$ cat src/rtl/ctrl_port_arbiter.sv
// rtl/ctrl_port_arbiter.sv - round-robin arbiter sharing one connection-manager control port
// Keeps one transaction in flight, routes each response back to its issuer, forces timeout completions.
module ctrl_port_arbiter #(
  parameter int NUM_REQ        = 2,
  parameter int KEY_WIDTH      = 32,
  parameter int TIMEOUT_CYCLES = 64
) (
  input  logic                           clk,
  input  logic                           rst_n,
  input  logic [NUM_REQ-1:0]             s_axis_req_valid,
  input  logic [NUM_REQ*KEY_WIDTH-1:0]   s_axis_req_key,
  input  logic [NUM_REQ-1:0]             s_axis_req_activate,
  output logic [NUM_REQ-1:0]             s_axis_req_ready,
  output logic [NUM_REQ-1:0]             m_axis_resp_valid,
  input  logic [NUM_REQ-1:0]             m_axis_resp_ready,
  output logic                           m_axis_resp_ack,
  output logic                           m_axis_resp_full,
  output logic                           m_axis_resp_timeout,
  output logic                           m_axis_ctrl_valid,
  output logic [KEY_WIDTH-1:0]           m_axis_ctrl_key,
  output logic                           m_axis_ctrl_activate,
  input  logic                           m_axis_ctrl_ready,
  input  logic                           s_axis_ctrl_valid,
  input  logic                           s_axis_ctrl_ack,
  input  logic                           s_axis_ctrl_full,
  output logic                           s_axis_ctrl_ready,
  output logic [$clog2(NUM_REQ)-1:0]     grant_idx,
  output logic                           busy,
  output logic [7:0]                     timeout_cnt,
  output logic [7:0]                     stale_cnt
);
  localparam int IDX_W = $clog2(NUM_REQ);
  localparam int CW    = IDX_W + 1;
  localparam int TW    = $clog2(TIMEOUT_CYCLES);

  typedef enum logic [1:0] {IDLE, ISSUE, WAIT, RETURN} state_t;

  state_t               state_q, state_d;
  logic [IDX_W-1:0]     rr_ptr_q, rr_ptr_d;
  logic [IDX_W-1:0]     grant_idx_q, grant_idx_d;
  logic [KEY_WIDTH-1:0] key_q, key_d;
  logic                 act_q, act_d;
  logic [TW-1:0]        timer_q, timer_d;
  logic                 ack_q, ack_d;
  logic                 full_q, full_d;
  logic                 to_q, to_d;
  logic [7:0]           timeout_cnt_q, timeout_cnt_d;
  logic [7:0]           stale_cnt_q, stale_cnt_d;
  logic                 live_q;

  logic                 found;
  logic [IDX_W-1:0]     grant;
  logic [CW-1:0]        cand;
  logic [KEY_WIDTH-1:0] key_sel;
  logic                 accept;
  logic                 expire;
  logic [TW-1:0]        timer_inc;
  logic [CW-1:0]        nxt_w;
  logic [IDX_W-1:0]     rr_next;

  // Search starts at rr_ptr and wraps modulo NUM_REQ (which need not be a power of two).
  always_comb begin
    found   = 1'b0;
    grant   = rr_ptr_q;
    cand    = '0;
    key_sel = '0;
    for (int k = 0; k < NUM_REQ; k++) begin
      cand = {1'b0, rr_ptr_q} + CW'(k);
      if (cand >= CW'(NUM_REQ)) cand = cand - CW'(NUM_REQ);
      if (!found && s_axis_req_valid[cand[IDX_W-1:0]]) begin
        found = 1'b1;
        grant = cand[IDX_W-1:0];
      end
    end
    for (int j = 0; j < NUM_REQ; j++) begin
      if (grant == IDX_W'(j)) key_sel = s_axis_req_key[j*KEY_WIDTH +: KEY_WIDTH];
    end
  end

  // live_q keeps every output, including the combinational ready, at 0 through reset.
  assign accept    = (state_q == IDLE) && found && live_q;
  assign expire    = (timer_q == TW'(TIMEOUT_CYCLES - 1));
  assign timer_inc = expire ? timer_q : timer_q + TW'(1);
  assign nxt_w     = {1'b0, grant_idx_q} + CW'(1);
  assign rr_next   = (nxt_w >= CW'(NUM_REQ)) ? '0 : nxt_w[IDX_W-1:0];

  always_comb begin
    state_d       = state_q;
    rr_ptr_d      = rr_ptr_q;
    grant_idx_d   = grant_idx_q;
    key_d         = key_q;
    act_d         = act_q;
    timer_d       = timer_q;
    ack_d         = ack_q;
    full_d        = full_q;
    to_d          = to_q;
    timeout_cnt_d = timeout_cnt_q;
    stale_cnt_d   = stale_cnt_q;
    if (s_axis_ctrl_valid && (state_q != WAIT) && (stale_cnt_q != 8'hFF))
      stale_cnt_d = stale_cnt_q + 8'd1;
    case (state_q)
      IDLE: begin
        if (accept) begin
          grant_idx_d = grant;
          key_d       = key_sel;
          act_d       = s_axis_req_activate[grant];
          timer_d     = '0;
          state_d     = ISSUE;
        end
      end
      ISSUE, WAIT: begin
        timer_d = timer_inc;
        if (state_q == ISSUE && m_axis_ctrl_ready) begin
          state_d = WAIT;
        end else if (state_q == WAIT && s_axis_ctrl_valid) begin
          ack_d   = s_axis_ctrl_ack;
          full_d  = s_axis_ctrl_full;
          to_d    = 1'b0;
          state_d = RETURN;
        end else if (expire) begin
          ack_d   = 1'b0;
          full_d  = 1'b0;
          to_d    = 1'b1;
          state_d = RETURN;
          if (timeout_cnt_q != 8'hFF) timeout_cnt_d = timeout_cnt_q + 8'd1;
        end
      end
      RETURN: begin
        if (m_axis_resp_ready[grant_idx_q]) begin
          rr_ptr_d = rr_next;
          state_d  = IDLE;
        end
      end
      default: state_d = IDLE;
    endcase
  end

  always_ff @(posedge clk or negedge rst_n) begin
    if (!rst_n) begin
      state_q       <= IDLE;
      rr_ptr_q      <= '0;
      grant_idx_q   <= '0;
      key_q         <= '0;
      act_q         <= 1'b0;
      timer_q       <= '0;
      ack_q         <= 1'b0;
      full_q        <= 1'b0;
      to_q          <= 1'b0;
      timeout_cnt_q <= '0;
      stale_cnt_q   <= '0;
      live_q        <= 1'b0;
    end else begin
      state_q       <= state_d;
      rr_ptr_q      <= rr_ptr_d;
      grant_idx_q   <= grant_idx_d;
      key_q         <= key_d;
      act_q         <= act_d;
      timer_q       <= timer_d;
      ack_q         <= ack_d;
      full_q        <= full_d;
      to_q          <= to_d;
      timeout_cnt_q <= timeout_cnt_d;
      stale_cnt_q   <= stale_cnt_d;
      live_q        <= 1'b1;
    end
  end

  assign s_axis_req_ready     = accept ? (NUM_REQ'(1) << grant) : '0;
  assign m_axis_resp_valid    = (state_q == RETURN) ? (NUM_REQ'(1) << grant_idx_q) : '0;
  assign m_axis_resp_ack      = ack_q;
  assign m_axis_resp_full     = full_q;
  assign m_axis_resp_timeout  = to_q;
  assign m_axis_ctrl_valid    = (state_q == ISSUE);
  assign m_axis_ctrl_key      = key_q;
  assign m_axis_ctrl_activate = act_q;
  assign s_axis_ctrl_ready    = live_q;
  assign grant_idx            = grant_idx_q;
  assign busy                 = (state_q != IDLE);
  assign timeout_cnt          = timeout_cnt_q;
  assign stale_cnt            = stale_cnt_q;
endmodule
$ cat config.mk
export PLATFORM = sky130hd
export DESIGN_NAME = ctrl_port_arbiter
export DESIGN_NICKNAME = d
export VERILOG_FILES = /design/src/rtl/ctrl_port_arbiter.sv
export SDC_FILE = /design/constraint.sdc
export NUM_CORES = 1
export LEC_CHECK = 0
export CELL_PAD_IN_SITES_DETAIL_PLACEMENT = 1
export CELL_PAD_IN_SITES_GLOBAL_PLACEMENT = 2
export CORE_ASPECT_RATIO = 1.1
export CORE_MARGIN = 2
export CORE_UTILIZATION = 24
export CTS_CLUSTER_SIZE = 40
export DETAILED_ROUTE_END_ITERATION = 16
export MAX_ROUTING_LAYER = met4
export PLACE_DENSITY = 0.88
export SYNTH_ARGS = -nofsm -noshare
export SYNTH_HDL_FRONTEND = slang
export SYNTH_SLANG_ARGS = --single-unit
$ cat constraint.sdc
create_clock -name clk -period 2.4 [get_ports clk]
set_input_delay 0.36 -clock clk [delete_from_list [all_inputs] [get_ports clk]]
set_output_delay 0.36 -clock clk [all_outputs]
set_load 0.01 [all_outputs]
==> key figures, run 1 <==
Place
  • Place WS: 0.0484 ns
  • GP Congestion: 0.769
  • Detail Placement HPWL: 6.72 mm
  • IO Port Bufs: 135

Worst setup path
  • Endpoint type of the worst setup path: flip-flop
  • WS Path Type: flip-flop to flip-flop
  • WP buf/inv: 1
  • Worst path cell trace: inv_1, ha_4, a21bo_2, or4_1, nor3_1, mux2_2
  • CP max FO: 8
  • CP delay by family, top: simple AND/OR/NAND/NOR gates
  • CP startpoint kind: flip-flop
  • WP data required: 2.61 ns
  • Crit-path max cell delay: 0.57 ns
  • CP max-delay cell: or4_1
  • CP arrival: 2.49 ns

Global routing
  • Vias in the first global route: 2,934
  • First-pass GRT wire length: 14.9 mm
  • GR Overflow Total: 0
  • Initial antenna violation count: 0
  • Total GRT Usage: 15.3%
  • Met2 Use GR: 25.7%
  • Met1 GRT Util: 17.4%
  • Largest net degree at the start of global routing: 45
  • Met3 track utilization from global routing: 3.31%
  • GRT busiest layer: met2

Die
  • Die area: 12,900 um2
  • Die H: 119 um
  • Core footprint: 11,600 um2
  • I/O pins: 136
  • Initial Utilization: 24.8%
  • Row cnt: 41
  • Die Span X: 108 um

Logic synthesis
  • Register area share after synthesis: 54.9%
  • Yosys reg bits: 63
  • Top cells by area, synth: dfrtp_1, a222oi_1, inv_1
  • Synth top area share: 54.9%
  • Post-synth top cells: dfrtp_1, inv_1, a222oi_1
  • Syn. warnings: 0
  • Post-Syn Nets: 341
  • Asr flop ratio synth: 100%
  • Post-synthesis cell type count: 40
  • Top FF cell, synth: dfrtp_1
  • Mapped Cells: 258
  • Largest area contributor in the netlist: dfrtp_1
  • Cell with the most instances after synthesis: dfrtp_1
  • Number of enable flip-flop cells after synthesis: 0
  • Mean Syn Cell Area: 11.1 um2
  • Post-Synthesis Cell Area: 2870 um2

Route
  • DRT iter0 DRCs: 205
  • WL final: 9.37 mm
  • Via count: 2,719
  • Routed len/inst: 16.9 um
  • Routed Antenna Nets: 0
  • Drt drc: 0
  • Vias per cell: 4.91
  • Total iterations of the first detailed-routing run: 8

Timing
  • Final hold violation count: 0
  • Min Tclk post-route: 2.28 ns
  • Worst-Margin Slew: 0.505 ns
  • Slew Limit Fails: 0
  • RSZ-0062 raised after global routing: false
  • Setup TNS: 0 ns
  • PnR worst setup slack: 0.117 ns
  • Worst Skew: 0.00475 ns
  • Tcrit/Tclk final: 95.1%
  • Slew headroom: 66.4%
  • Count of final setup violators: 0
  • Fmax: 438 MHz

CTS
  • Root Buffer: clkbuf_16
  • Worst-path clk slew: 0.05 ns
  • Worst skew pair latency: 0.33 ns
  • CTS tree: built
  • H-tree levels: 3
  • Clock sink count: 63
  • CTS Buffer Depth: 2
  • CTS buffer count: 9

Pwr
  • Leakage dissipation: 2.16 nW
  • Tot Pwr: 0.00521 W
  • Peak supply drop: 0.341 mV
  • Cell Pwr Density: 1100 nW/um2

Job
  • Max Cap Viol: 0

Final layout
  • Fin nets: 483
  • Share of cells above drive strength 1: 8.17%
  • Area growth syn-to-layout: 64.5%
  • Diode count: 0

Outcome
  • Status: finished, final reports clean

Min path
  • Min-delay worst type: primary input to async pin
[report_power, final]
group / internal, W / switching, W / leakage [nW]
sequential: 0.00144 / 0.000281 / 0.798
combinational: 0.00131 / 0.00101 / 1.23
clock: 0.000714 / 0.000453 / 0.131
total: 0.00347 / 0.00174 / 2.16
[logic make-up (layout without fill, tap and decap cells)]
kind of cell    count (synthesis)  count (layout)  synth area share, %
mux                             7               7                 2.66
buf+inv                        53             199                 6.97
simple gates                   48              48                 9.41
xor+xnor                       10              10                 3.05
fa+ha+maj                       7               7                 3.05
flops                          63              63                 54.9
other cells                     1               1                0.131
compound gates                 69              69                 19.8
[stage by stage]
stage | hold slack, ns | util, % | cell area [um2] | std cells
4_1_cts | 0.0117 | 40.6 | 4710 | 554
3_3_place_gp | 0.362 | 38.3 | 4440 | 539
3_5_place_dp | 0.364 | 38.3 | 4440 | 539
5_1_grt | 0.0400 | 40.7 | 4720 | 554
2_1_floorplan | 0.0644 | - | 2870 | 258
6_report | 0.000895 | 40.7 | 4720 | 554
[placed cells by master (no fill, tap or decap), types with 2 or more instances in the layout]
master	netlist	layout
nor3_1	3	3
ha_1	7	6
nand2b_1	2	2
clkbuf_16	0	9
mux2i_1	2	2
nand4_1	3	3
a22o_1	4	4
clkinv_2	0	3
and2_1	7	7
and3_1	2	2
o31ai_1	2	2
a21bo_2	2	2
nor4_1	2	2
nor2b_1	2	2
xnor2_1	4	4
o21ai_0	8	8
inv_1	42	42
clkdlybuf4s50_1	0	133
a222oi_1	33	33
nand2_1	8	8
a41oi_1	3	3
mux2_2	4	4
nand3_1	8	8
dfrtp_1	63	63
buf_4	0	6
xor2_1	6	6
nor2_1	6	6
a21oi_1	10	8
[routing by layer]
metal	share of wire (%)	vias to the layer above
met3	5.7	15
met5	0	-
met2	52	83
met4	1.9	0
met1	40	1375
li1	-	1246
[final timing paths]
kind	cells after the start	from	endpoint	slack, ns
max	6	state_q[1]	timeout_cnt[6]	0.12
min	1	rst_n	m_axis_resp_full	0.0009
max reg2reg	6	state_q[1]	timeout_cnt[6]	0.12
min reg2reg	2	m_axis_resp_timeout	m_axis_resp_timeout	0.50
max in group asynchronous	2	rst_n	m_axis_ctrl_key[1]	1.78
min in group clk	2	m_axis_resp_timeout	m_axis_resp_timeout	0.50
[flip-flops by register name, summed over array words and instances, names as in the netlist, 2 cells and up]
| register | flops |
|---|---|
| m_axis_ctrl_key | 32 |
| stale_cnt | 8 |
| timeout_cnt | 8 |
| timer_q | 6 |
| state_q | 2 |
[layout make-up]
class	count	area [um2]
clock buffer	11	243
fill	1328	6870
sequential	63	1580
tap	150	188
inverter	42	158
clock inverter	4	22.5
timing repair buffer	142	1410
multi-input combinational	142	1120
[repair_timing]
action,CTS,global route
setup buffers,0,0
endpoints found under the hold margin,0,0
gates resized for setup,1,2
setup endpoints to repair,2,4
hold buffers,0,0
No activity file was read; power rests on OpenSTA's default activity.
==> inputs of run 2 (changes only) <==
- CAP_MARGIN: unset -> 10
==> results of run 2 <==
Final layout, timing and power as in run 1 (identical DEF).
